===== src/rtl/alu_pkg.sv =====
// Shared definitions for the ALU arbiter: function codes, requester id type
// and the response-count width helper.
package alu_pkg;

  localparam logic [2:0] ALU_ADD_SUB = 3'b000;
  localparam logic [2:0] ALU_SLL     = 3'b001;
  localparam logic [2:0] ALU_SLT     = 3'b010;
  localparam logic [2:0] ALU_SLTU    = 3'b011;
  localparam logic [2:0] ALU_XOR     = 3'b100;
  localparam logic [2:0] ALU_SRL_SRA = 3'b101;
  localparam logic [2:0] ALU_OR      = 3'b110;
  localparam logic [2:0] ALU_AND_CLR = 3'b111;

  typedef enum logic {
    REQ_0 = 1'b0,
    REQ_1 = 1'b1
  } req_id_e;

  // Width able to hold an occupancy of 0..depth inclusive.
  function automatic int rsp_cnt_width(input int depth);
    return $clog2(depth) + 1;
  endfunction

endpackage


===== src/rtl/alu_rsp_fifo.sv =====
// Per-requester response FIFO: synchronous, power-of-two depth, exposes its
// registered occupancy so the arbiter can compute credits.
module alu_rsp_fifo
  import alu_pkg::*;
#(
  parameter int DEPTH = 2,
  parameter int CW    = rsp_cnt_width(DEPTH)
) (
  input  logic          clk,
  input  logic          rst_n,
  input  logic          push_i,
  input  logic [31:0]   push_data_i,
  input  logic          pop_i,
  output logic          empty_o,
  output logic [CW-1:0] count_o,
  output logic [31:0]   head_o
);

  localparam int PW = $clog2(DEPTH);

  logic [31:0]   mem_q [DEPTH];
  logic [PW-1:0] wr_ptr_q;
  logic [PW-1:0] rd_ptr_q;
  logic [CW-1:0] count_q;
  logic [CW-1:0] count_d;

  always_comb begin
    count_d = count_q;
    case ({push_i, pop_i})
      2'b10:   count_d = count_q + 1'b1;
      2'b01:   count_d = count_q - 1'b1;
      default: count_d = count_q;
    endcase
  end

  // Pointers wrap naturally because DEPTH is a power of two.
  always_ff @(posedge clk or negedge rst_n) begin
    if (!rst_n) begin
      for (int i = 0; i < DEPTH; i++) mem_q[i] <= '0;
      wr_ptr_q <= '0;
      rd_ptr_q <= '0;
      count_q  <= '0;
    end else begin
      if (push_i) begin
        mem_q[wr_ptr_q] <= push_data_i;
        wr_ptr_q        <= wr_ptr_q + 1'b1;
      end
      if (pop_i) rd_ptr_q <= rd_ptr_q + 1'b1;
      count_q <= count_d;
    end
  end

  assign empty_o = (count_q == '0);
  assign count_o = count_q;
  assign head_o  = empty_o ? '0 : mem_q[rd_ptr_q];

endmodule


===== src/rtl/alu_arbiter.sv =====
// Round-robin arbiter sharing one ALU between two requesters, tracking the
// single in-flight op and steering its result into the owner's response FIFO.
module alu_arbiter
  import alu_pkg::*;
#(
  parameter int RSP_DEPTH = 2
) (
  input  logic        clk,
  input  logic        rst_n,
  input  logic        req0_valid,
  output logic        req0_ready,
  input  logic [31:0] req0_a,
  input  logic [31:0] req0_b,
  input  logic [2:0]  req0_func,
  input  logic        req0_mod,
  input  logic        req1_valid,
  output logic        req1_ready,
  input  logic [31:0] req1_a,
  input  logic [31:0] req1_b,
  input  logic [2:0]  req1_func,
  input  logic        req1_mod,
  output logic        rsp0_valid,
  input  logic        rsp0_ready,
  output logic [31:0] rsp0_result,
  output logic        rsp1_valid,
  input  logic        rsp1_ready,
  output logic [31:0] rsp1_result,
  output logic [31:0] alu_a,
  output logic [31:0] alu_b,
  output logic [2:0]  alu_func,
  output logic        alu_mod,
  input  logic [31:0] alu_result,
  output logic        busy
);

  localparam int CW = rsp_cnt_width(RSP_DEPTH);
  localparam logic [CW-1:0] CREDITS = CW'(RSP_DEPTH);

  req_id_e rr_ptr_q, rr_ptr_d;
  req_id_e inflight_id_q, inflight_id_d;
  logic    inflight_valid_q;

  logic [CW-1:0] cnt0, cnt1;
  logic          empty0, empty1;
  logic [31:0]   head0, head1;
  logic          inflight0, inflight1;
  logic [CW-1:0] need0, need1;
  logic          elig0, elig1;
  logic          grant0, grant1, any_grant;
  logic          push0, push1, pop0, pop1;

  assign inflight0 = inflight_valid_q && (inflight_id_q == REQ_0);
  assign inflight1 = inflight_valid_q && (inflight_id_q == REQ_1);

  // Credits use the registered count only, so req ready never depends on rsp ready.
  assign need0 = cnt0 + CW'(inflight0);
  assign need1 = cnt1 + CW'(inflight1);
  assign elig0 = req0_valid && (need0 < CREDITS);
  assign elig1 = req1_valid && (need1 < CREDITS);

  always_comb begin
    grant0 = elig0;
    grant1 = elig1;
    if (elig0 && elig1) begin
      grant0 = (rr_ptr_q == REQ_0);
      grant1 = (rr_ptr_q == REQ_1);
    end
  end

  assign any_grant  = grant0 || grant1;
  assign req0_ready = grant0;
  assign req1_ready = grant1;

  always_comb begin
    alu_a    = '0;
    alu_b    = '0;
    alu_func = '0;
    alu_mod  = 1'b0;
    if (grant0) begin
      alu_a    = req0_a;
      alu_b    = req0_b;
      alu_func = req0_func;
      alu_mod  = req0_mod;
    end else if (grant1) begin
      alu_a    = req1_a;
      alu_b    = req1_b;
      alu_func = req1_func;
      alu_mod  = req1_mod;
    end
  end

  always_comb begin
    rr_ptr_d = rr_ptr_q;
    if (grant0)      rr_ptr_d = REQ_1;
    else if (grant1) rr_ptr_d = REQ_0;
    inflight_id_d = grant1 ? REQ_1 : REQ_0;
  end

  always_ff @(posedge clk or negedge rst_n) begin
    if (!rst_n) begin
      rr_ptr_q         <= REQ_0;
      inflight_valid_q <= 1'b0;
      inflight_id_q    <= REQ_0;
    end else begin
      rr_ptr_q         <= rr_ptr_d;
      inflight_valid_q <= any_grant;
      inflight_id_q    <= inflight_id_d;
    end
  end

  assign push0 = inflight0;
  assign push1 = inflight1;
  assign pop0  = rsp0_valid && rsp0_ready;
  assign pop1  = rsp1_valid && rsp1_ready;

  alu_rsp_fifo #(.DEPTH(RSP_DEPTH), .CW(CW)) u_fifo0 (
    .clk         (clk),
    .rst_n       (rst_n),
    .push_i      (push0),
    .push_data_i (alu_result),
    .pop_i       (pop0),
    .empty_o     (empty0),
    .count_o     (cnt0),
    .head_o      (head0)
  );

  alu_rsp_fifo #(.DEPTH(RSP_DEPTH), .CW(CW)) u_fifo1 (
    .clk         (clk),
    .rst_n       (rst_n),
    .push_i      (push1),
    .push_data_i (alu_result),
    .pop_i       (pop1),
    .empty_o     (empty1),
    .count_o     (cnt1),
    .head_o      (head1)
  );

  assign rsp0_valid  = !empty0;
  assign rsp0_result = head0;
  assign rsp1_valid  = !empty1;
  assign rsp1_result = head1;

  assign busy = inflight_valid_q || !empty0 || !empty1;

endmodule


===== config.mk =====
export PLATFORM = sky130hd
export DESIGN_NAME = alu_arbiter
export DESIGN_NICKNAME = d
export VERILOG_FILES = /design/src/rtl/alu_pkg.sv /design/src/rtl/alu_rsp_fifo.sv /design/src/rtl/alu_arbiter.sv
export SDC_FILE = /design/constraint.sdc
export NUM_CORES = 1
export LEC_CHECK = 0
export CORE_ASPECT_RATIO = 0.75
export CORE_MARGIN = 5
export CORE_UTILIZATION = 45
export CTS_CLUSTER_DIAMETER = 200
export DETAILED_ROUTE_END_ITERATION = 16
export GPL_TIMING_DRIVEN = 0
export PLACE_DENSITY = 0.83
export SETUP_SLACK_MARGIN = 0.02
export SYNTH_ARGS = -nofsm -noshare
export SYNTH_HDL_FRONTEND = slang
export SYNTH_SLANG_ARGS = --single-unit

===== constraint.sdc =====
create_clock -name clk -period 3.11 [get_ports clk]
set_input_delay 0.311 -clock clk [delete_from_list [all_inputs] [get_ports clk]]
set_output_delay 0.311 -clock clk [all_outputs]
set_load 0.01 [all_outputs]

==> impl_metrics.toml, run 1 <==
[run_status]
outcome = "finished clean"

[synth]
ys_ff_latch = 139
synth_top_cell_by_area = "dfrtp_1"
yosysSeqAreaShare = 0.506
synth_commonest_cells = "dfrtp_1, mux2_2, nor2_1"
synthCells = 548
synthTopCellsByArea = "dfrtp_1, mux2_2, mux2i_1"
synth.most_common_cell = "dfrtp_1"
synth-main-ff-cell = "dfrtp_1"
synth.avg_cell_area_um2 = 12.5
synth_fp_nets = 724
synth_async_sr_flop_share = 1.00
netlist_area_um2 = 6870
yosys_warnings = 0
synth_edf_count = 0
synth_top_area_frac = 0.506
yosys.cell_types.count = 29

[global_routing]
grt_util_met1 = 0.337
grt_max_degree = 84
grt_busiest_layer = "met2"
antenna_found_initial = 3
grtUsageMet2 = 0.466
track_usage = 0.268
grt_overflow = 0
met3_usage = 0.0739
grt_pass1_vias = 6255
grt_pass1_wl_mm = 36.2

[hold_path]
hold_path.class = "in -> async"

[drt]
wl_per_cell_um = 22.6
drt-initial-drc-count = 254
drt_pass1_iterations = 5
wl_mm = 25.0
via_per_inst = 5.38
final_antenna_net_count = 0
drc = 0
vias = 5935

[timing]
setup_viol = 0
slew_headroom = 0.448
hold_viol = 0
fin_skew_ps = 7.20
hold-worst-slack_ps = 415
min_period_ps = 3030
tightest_slew_ps = 828
slew_violations = 0
rsz0062_at_grt = "yes"
fin_setup_tns_ps = 0
post-route-period-util = 0.973
fmax_mhz = 330

[worst_setup_path]
slowest_delay_ps = 560
path_cells = "buf_2, a31o_2, and2_1, a311oi_4, buf_4, a22o_1, clkdlybuf4s50_1"
critPathMaxFanout = 11
startpoint_type = "flip-flop"
crit_required_ps = 2800
endpoint_kind = "primary output"
worstPathArrival_ps = 2720
crit_type = "reg -> out"
critPathSlowestCell = "clkdlybuf4s50_1"

[placed_design]
port_buffers = 310
gp_congestion = 1.02
hpwl_mm = 19.1

[floorplan]
rows = 39
die-width_um = 153
initial_core_util = 0.454
fp.dieH_um = 117
die_area_um2 = 17900
io_pins = 311
coreArea_um2 = 15100

[final_layout]
nets = 1059
drive_gt1_frac = 0.215
fill_cells = 1052
area_growth_pct = 60.2

[clock_network]
cts_tree = "yes"
cts_made_buffers = 17
cts-htree-levels = 4
clock-root-buffer = "clkbuf_16"
cts_sinks = 139
clock_latency_ps = 420
clockBufferDepth = 2
clkSlewWorstSetupHoldPaths_ps = 60

[pwr]
p_sw_mw = 4.52
power.share.sequential = 0.265
clkPwrFrac = 0.154
powerDensity_nw_per_um2 = 1120
swShare = 0.366
p_int_mw = 7.83
irDropWorstVdd_uv = 731
power.static_leakage_nw = 5.14
comb_power_share = 0.581

[flow_run]
cap_violations = 0
-- kinds of logic after synthesis --
family,after synthesis,synth area share
adder cells (fa/ha/maj),2,0.00364
XOR/XNOR,11,0.0140
buffers and inverters,47,0.0291
AND/OR/NAND/NOR,84,0.0508
flip-flops,139,0.506
multiplexers,192,0.303
AO/OA/AOI/OAI,73,0.0929
-- layer usage --
metal / share of wire / vias to the layer above
met3: 0.066 / 29
met2: 0.51 / 244
met5: 0 / -
met4: 0.015 / 0
li1: - / 2656
met1: 0.41 / 3006
-- layout by cell type, fill, tap and decap left out, types with 2 or more instances in the layout --
master | Yosys | layout
xor2_1 | 5 | 5
dlymetal6s2s_1 | 0 | 29
and2_1 | 3 | 3
buf_1 | 3 | 3
ha_1 | 2 | 2
clkbuf_2 | 0 | 6
xnor2_1 | 6 | 6
mux2_2 | 128 | 128
clkbuf_4 | 0 | 2
clkinvlp_4 | 0 | 6
a22o_4 | 0 | 3
clkbuf_16 | 0 | 17
dfrtp_1 | 139 | 139
a22o_1 | 68 | 65
clkbuf_1 | 27 | 20
inv_6 | 0 | 3
nand2_1 | 3 | 3
mux2i_1 | 64 | 64
inv_1 | 5 | 5
clkdlybuf4s50_1 | 0 | 267
nor2_1 | 70 | 70
buf_6 | 1 | 5
buf_2 | 10 | 3
buf_4 | 1 | 9
clkinv_2 | 0 | 3
dlygate4sd2_1 | 0 | 13
diode_2 | 0 | 3
-- per-stage QoR --
step | util | setup WS [ps] | area (um^2) | total power, mW | std cells
final | 0.728 | 83.4 | 11000 | 12.4 | 1104
after global routing | 0.728 | 9.57 | 11000 | 13.0 | 1104
after CTS | 0.721 | 12.9 | 10900 | 12.4 | 1101
after detailed placement | 0.678 | 73.6 | 10300 | 10.4 | 1064
after global placement | 0.676 | -3300 | 10200 | 10.2 | 1063
after floorplan | - | 1090 | 6870 | 6.91 | 548
-- worst max-delay path: cells and delay by family (launching register included) --
kind | cells | cell delay [ps]
buffers and inverters | 3 | 990
AOI/OAI and AO/OA | 3 | 770
DFF | 1 | 350
and+or+nand+nor | 1 | 180
-- layout make-up --
type                       instances  area [um^2]  area share
sequential                       139         3480       0.316
multi-input combinational        362         3230       0.294
timing repair buffer             316         3230       0.293
clock buffer                      19          443      0.0402
tap                              205          256      0.0233
buffer                            42          225      0.0205
clock inverter                    13          116      0.0106
inverter                           5         18.8     0.00171
antenna                            3         7.51    0.000682
-- registers in the layout, indices dropped and copies added (netlist names) --
signal            flops
inflight_valid_q      1
u_fifo1.wr_ptr_q      1
u_fifo0.count_o       2
u_fifo0.rd_ptr_q      1
u_fifo1.rd_ptr_q      1
u_fifo1.count_o       2
inflight_id_q         1
u_fifo0.wr_ptr_q      1
u_fifo0.mem_q        64
u_fifo1.mem_q        64
rr_ptr_q              1
-- worst paths after layout --
| check | from | to | slack [ps] | depth (start not counted) |
|---|---|---|---|---|
| setup reg to reg | inflight_valid_q$_DFF_PN0_ | u_fifo1.mem_q[44]$_DFFE_PN0P_ | 920 | 6 |
| hold reg to reg | u_fifo0.mem_q[11]$_DFFE_PN0P_ | u_fifo0.mem_q[11]$_DFFE_PN0P_ | 500 | 1 |
| min in group clk | u_fifo0.mem_q[11]$_DFFE_PN0P_ | u_fifo0.mem_q[11]$_DFFE_PN0P_ | 500 | 1 |
| setup / recovery | inflight_valid_q$_DFF_PN0_ | alu_func[1] | 80 | 7 |
| max in group asynchronous | rst_n | u_fifo0.mem_q[41]$_DFFE_PN0P_ | 1910 | 3 |
| hold / removal | rst_n | u_fifo0.mem_q[57]$_DFFE_PN0P_ | 420 | 2 |
-- timing repair --
item / 4_1_cts / 5_1_grt
hold endpoints to repair: 56 / 0
hold buffers: 1 / 0
pin swaps: 1 / 1
gates cloned: 0 / 0
endpoints found under the setup margin: 68 / 46
gates resized for setup: 31 / 43
setup buffers: 4 / 0
-- power by group through the flow --
stage | registers [mW] | logic (mW) | clock network [mW]
after floorplan | 3.12 | 3.79 | 0
after global placement | 3.19 | 6.99 | 0
after detailed placement | 3.28 | 7.12 | 0
after CTS | 3.25 | 7.26 | 1.93
after global routing | 3.37 | 7.66 | 2.01
final | 3.27 | 7.18 | 1.90
Note: power is estimated with default switching activity, not from simulation.
==> inputs of run 2 (changes only) <==
--- a/config.mk
+++ b/config.mk
@@ -5,10 +5,10 @@
 export SDC_FILE = /design/constraint.sdc
 export NUM_CORES = 1
 export LEC_CHECK = 0
-export CORE_ASPECT_RATIO = 0.75
+export CORE_ASPECT_RATIO = 1.2
 export CORE_MARGIN = 5
 export CORE_UTILIZATION = 45
-export CTS_CLUSTER_DIAMETER = 200
+export CTS_CLUSTER_DIAMETER = 30
 export DETAILED_ROUTE_END_ITERATION = 16
 export GPL_TIMING_DRIVEN = 0
 export PLACE_DENSITY = 0.83
==> run 2 against run 1 <==
  * Non-clock buffer count is the same
  * Worst setup slack improved by 59 ps
  * Die area about the same
  * Clock power grew 10%
  * Critical path depth is the same
  * Flip-flop and latch count unchanged
  * First-iteration DRC count grew 0.79%
  * Design area grew 0.39%
  * Critical endpoint is now alu_b[27]
  * Largest cell class unchanged
  * Largest power group unchanged
==> impl_metrics.toml, run 2 (same netlist as run 1, synthesis figures left out) <==
[run_status]
outcome = "finished clean"

[floorplan]
io_pins = 311
rows = 49
fp.dieH_um = 145
die_area_um2 = 17800
die-width_um = 123
coreArea_um2 = 15000
initial_core_util = 0.457

[global_routing]
grt_pass1_vias = 6474
track_usage = 0.267
grt_overflow = 0
antenna_found_initial = 0
grt_pass1_wl_mm = 36.8
grt_max_degree = 98

[drt]
drt-initial-drc-count = 256
wl_mm = 24.4
via_per_inst = 5.34
drc = 0
final_antenna_net_count = 0
wl_per_cell_um = 22.2
drt_pass1_iterations = 4
vias = 5879

[placed_design]
gp_congestion = 0.992
dpl_worst_slack_ps = 98.4
placed_area_um2 = 10300
hpwl_mm = 17.8
port_buffers = 310

[worst_setup_path]
reg2reg_setup_slack_ps = 930
critPathMaxFanout = 10
crit_start = "inflight_id_q$_DFF_PN0_"
r2r_end = "u_fifo1.mem_q[53]$_DFFE_PN0P_"
endpoint_kind = "primary output"
startpoint_type = "flip-flop"
worstPathArrival_ps = 2660
reg2regPathDepth = 6
worstReg2RegStart = "inflight_valid_q$_DFF_PN0_"
crit_required_ps = 2800
cp-endpoint = "alu_b[27]"
crit_type = "reg -> out"

[timing]
hold-worst-slack_ps = 401
setup_viol = 0
fin_ws_ps = 143
post-route-period-util = 0.954
slew_violations = 0
fmax_mhz = 337
fin_skew_ps = 8.09
rsz0062_at_grt = "yes"
fin_setup_tns_ps = 0
hold_viol = 0
min_period_ps = 2970
tightest_slew_ps = 818
slew_headroom = 0.455

[final_layout]
layout_commonest_cell = "clkdlybuf4s50_1"
fill_cells = 1030
multi_input_area_um2 = 3230
ff_latch_area_um2 = 3480
area_growth_pct = 60.9
stdcell_area_um2 = 11000
mostFrequentLayoutCells = "clkdlybuf4s50_1, dfrtp_1, mux2_2"
reg.largest.list = "u_fifo0.mem_q (64), u_fifo1.mem_q (64)"
drive_gt1_frac = 0.214
antenna_cells = 0
nets = 1059

[pwr]
powerDensity_nw_per_um2 = 1140
power.static_leakage_nw = 5.17
irDropWorstVdd_uv = 787
finalPower_mw = 12.6

[clock_network]
clockBufferDepth = 2
cts-htree-levels = 4
cts_tree = "yes"
cts_made_buffers = 17
clock-root-buffer = "clkbuf_16"
cts_sinks = 139
clkSlewWorstSetupHoldPaths_ps = 60
clock_latency_ps = 420

[hold_path]
hold_path.class = "in -> async"

[flow_run]
cap_violations = 0
[run 2: cell count changes in the layout (fill, tap and decap cells not counted), sizes merged]
cell,before,now
bufinv,1,3
clkinv,3,4
dlygate4sd2,13,8
dlymetal6s2s,29,30
inv,8,7
clkinvlp,6,4
diode,3,0
clkdlybuf4s50,267,271
buf,21,22
clkbuf,46,45
[run 2: worst min-delay path by stage]
stage	cells after the start	slack, ps	endpoint	startpoint
global route	2	440	u_fifo0.mem_q[48]$_DFFE_PN0P_	rst_n
finish	2	400	u_fifo1.mem_q[48]$_DFFE_PN0P_	rst_n
detailed placement	1	260	u_fifo0.mem_q[48]$_DFFE_PN0P_	rst_n
floorplan	0	20	inflight_id_q$_DFF_PN0_	rst_n
CTS	2	410	u_fifo0.mem_q[16]$_DFFE_PN0P_	rst_n
global placement	2	490	rr_ptr_q$_DFFE_PN0P_	rr_ptr_q$_DFFE_PN0P_
[run 2: metal layers]
layer	up-vias	wire [um]	track usage	share of wire
met1	2961	9240	0.312	0.38
li1	2654	-	-	-
met2	233	13000	0.480	0.53
met3	31	1780	0.0684	0.073
met5	-	0	0	0
met4	0	459	0.0672	0.019
[run 2: per-stage QoR]
stage                     instances   util
after floorplan                 548      -
after global placement         1062  0.681
after detailed placement       1063  0.683
after CTS                      1100  0.728
after global routing           1100  0.736
final                          1100  0.736
[run 2: critical path, stage by stage (launching register included)]
cell and delay, ps:
dfrtp_1 440, and3b_1 280, xor2_1 320, nor3_4 80
buf_4 150, clkbuf_4 190, a22o_4 290, clkdlybuf4s50_1 480
[run 2: final cells by class]
type,count,area share
inverter,5,0.00170
clock inverter,13,0.0152
buffer,42,0.0199
timing repair buffer,316,0.293
clock buffer,19,0.0401
tap,204,0.0231
multi-input combinational,362,0.292
sequential,139,0.315
[run 2: report_power, final]
group	total [mW]	switching [mW]	leakage, nW	internal [mW]
logic	7.21	3.24	3.25	3.96
clock network	2.09	0.796	0.287	1.29
registers	3.30	0.542	1.63	2.76
total	12.6	4.58	5.17	8.01
[run 2: what timing repair did]
item                                   CTS  global route
gates resized for setup                 20            53
hold buffers                             1             0
pin swaps                                2             1
setup buffers                            4             0
endpoints found under the hold margin   42             0
setup endpoints to repair               70            66
==> inputs of run 3 (changes only) <==
--- a/config.mk
+++ b/config.mk
@@ -7,11 +7,11 @@
 export LEC_CHECK = 0
 export CORE_ASPECT_RATIO = 1.2
 export CORE_MARGIN = 5
-export CORE_UTILIZATION = 45
+export CORE_UTILIZATION = 38
 export CTS_CLUSTER_DIAMETER = 30
 export DETAILED_ROUTE_END_ITERATION = 16
 export GPL_TIMING_DRIVEN = 0
-export PLACE_DENSITY = 0.83
+export PLACE_DENSITY = 0.74
 export SETUP_SLACK_MARGIN = 0.02
 export SYNTH_ARGS = -nofsm -noshare
 export SYNTH_HDL_FRONTEND = slang
==> constraint.sdc (replaced) <==
create_clock -name clk -period 2.55 [get_ports clk]
set_input_delay 0.255 -clock clk [delete_from_list [all_inputs] [get_ports clk]]
set_output_delay 0.255 -clock clk [all_outputs]
set_load 0.01 [all_outputs]
==> run 3 against run 2 <==
  * Sequential share of layout area is 0.33 points lower
  * Global-route usage is 4.3 points lower
  * Highest routed layer unchanged
  * Worst setup slack worse by 130 ps
  * Clock power is 25% higher
  * Utilization is 10 points lower
  * Design area is 1.2% higher
  * Final cell count is 3.2% higher
  * Largest cell class unchanged
==> impl_metrics.toml, run 3 (same netlist as run 1, synthesis figures left out) <==
[final_layout]
ff_latch_area_um2 = 3480
multi_input_area_um2 = 3300
fill_cells = 1455
drive_gt1_frac = 0.327
layout_commonest_cell = "clkdlybuf4s50_1"
nets = 1077
area_growth_pct = 62.7
mostFrequentLayoutCells = "clkdlybuf4s50_1, dfrtp_1, mux2_2"
reg.largest.list = "u_fifo0.mem_q (64), u_fifo1.mem_q (64)"
postLayoutCoreUtil = 0.634

[placed_design]
gp_congestion = 0.806
hpwl_mm = 18.0
dpl_worst_slack_ps = -561
port_buffers = 310

[global_routing]
antenna_found_initial = 1
grtUsageMet2 = 0.395
track_usage = 0.224
grt_overflow = 0
grt_util_met1 = 0.261
met3_usage = 0.0630
grt_busiest_layer = "met2"
grt_pass1_wl_mm = 35.9
grt_pass1_vias = 6045
grt_max_degree = 96

[worst_setup_path]
worst-path-buf-inv = 4
critPathMaxFanout = 6
crit_family = "buffers and inverters"
r2r_end = "u_fifo0.mem_q[47]$_DFFE_PN0P_"
endpoint_kind = "primary output"
reg2reg_setup_slack_ps = 380
startpoint_type = "flip-flop"
crit_path_frequent_cell = "buf_6"
crit_required_ps = 2300
worstReg2RegStart = "inflight_id_q$_DFF_PN0_"
slowest_delay_ps = 430
worstPathArrival_ps = 2280
path_cells = "and3b_2, xnor2_4, a311oi_4, buf_6, buf_8, buf_6, a22o_1, buf_2"
reg2regPathDepth = 5
critPathSlowestCell = "dfrtp_2"
crit_type = "reg -> out"
crit_cells = 8

[drt]
wl_per_cell_um = 21.0
wl_mm = 23.8
via_per_inst = 5.12
vias = 5816
drt_pass1_iterations = 6
drt-initial-drc-count = 313
drc = 0
final_antenna_net_count = 0

[clock_network]
clkSlewWorstSetupHoldPaths_ps = 70
cts_made_buffers = 17
clock_latency_ps = 420
cts_sinks = 139
cts-htree-levels = 4
clock-root-buffer = "clkbuf_16"
cts_tree = "yes"
clockBufferDepth = 2

[timing]
min_period_ps = 2540
fin_skew_ps = 9.34
post-route-period-util = 0.995
fin_ws_ps = 14.0
slew_headroom = 0.531
setup_viol = 0
hold_viol = 0
fmax_mhz = 394
rsz0062_at_grt = "yes"
slew_violations = 0
tightest_slew_ps = 704

[floorplan]
initial_core_util = 0.389
die-width_um = 133
die_area_um2 = 20900
fp.dieH_um = 157
rows = 53
coreArea_um2 = 17600
io_pins = 311

[hold_path]
hold_path.class = "in -> async"

[pwr]
powerDensity_nw_per_um2 = 1400
power.static_leakage_nw = 5.03
irDropWorstVdd_uv = 829

[run_status]
outcome = "finished clean"

[flow_run]
cap_violations = 0
==> run 3: power breakdown <==
| group | internal (mW) | switching, mW | total (mW) |
|---|---|---|---|
| Sequential | 3.37 | 0.641 | 4.01 |
| Combinational | 5.06 | 3.92 | 8.98 |
| Clock | 1.58 | 1.04 | 2.62 |
==> run 3: routing by layer <==
metal	wire (um)	share of wire	vias up
li1	-	-	2691
met1	9280	0.39	2876
met2	12500	0.53	210
met3	1400	0.059	39
met4	612	0.026	0
met5	0	0	-
==> run 3: metrics by stage <==
step           TNS (ps)  cells  cell area [um^2]  hold WS (ps)  total power, mW
5_1_grt            -665   1135             11200           352             16.6
2_1_floorplan         0    548              6870         -40.6             8.43
3_5_place_dp     -23770   1079             10300           215             12.6
6_report              0   1135             11200           330             15.6
3_3_place_gp    -623640   1078             10200           482             12.5
4_1_cts           -5.02   1130             11200           337             15.7
==> run 3: repair_timing <==
action	CTS	global route
gates resized for setup	309	43
pin swaps	11	30
hold endpoints to repair	44	0
setup buffers	16	5
gates cloned	4	1
hold buffers	1	0
endpoints found under the setup margin	131	97
==> run 3: worst max-delay path by stage <==
stage | startpoint | end
after floorplan | inflight_valid_q$_DFF_PN0_ | alu_a[14]
after global placement | rst_n | u_fifo0.mem_q[48]$_DFFE_PN0P_
after detailed placement | inflight_valid_q$_DFF_PN0_ | alu_a[28]
after CTS | u_fifo0.count_o[1]$_DFFE_PN0P_ | busy
after global routing | inflight_id_q$_DFF_PN0_ | alu_a[28]
final | inflight_valid_q$_DFF_PN0_ | alu_a[15]
==> run 3: layout make-up <==
| class | count | area share |
|---|---|---|
| antenna | 1 | 0.000224 |
| multi-input combinational | 362 | 0.295 |
| sequential | 139 | 0.312 |
| inverter | 5 | 0.00168 |
| clock buffer | 17 | 0.0381 |
| tap | 220 | 0.0246 |
| timing repair buffer | 338 | 0.282 |
| clock inverter | 15 | 0.0181 |
| buffer | 38 | 0.0291 |
==> run 3: worst register-to-register path: stages (launching register included) <==
cell and delay (ps):
dfrtp_2 430, buf_4 150, nand2b_1 180, nor2_1 340, clkbuf_1 540, mux2_2 410
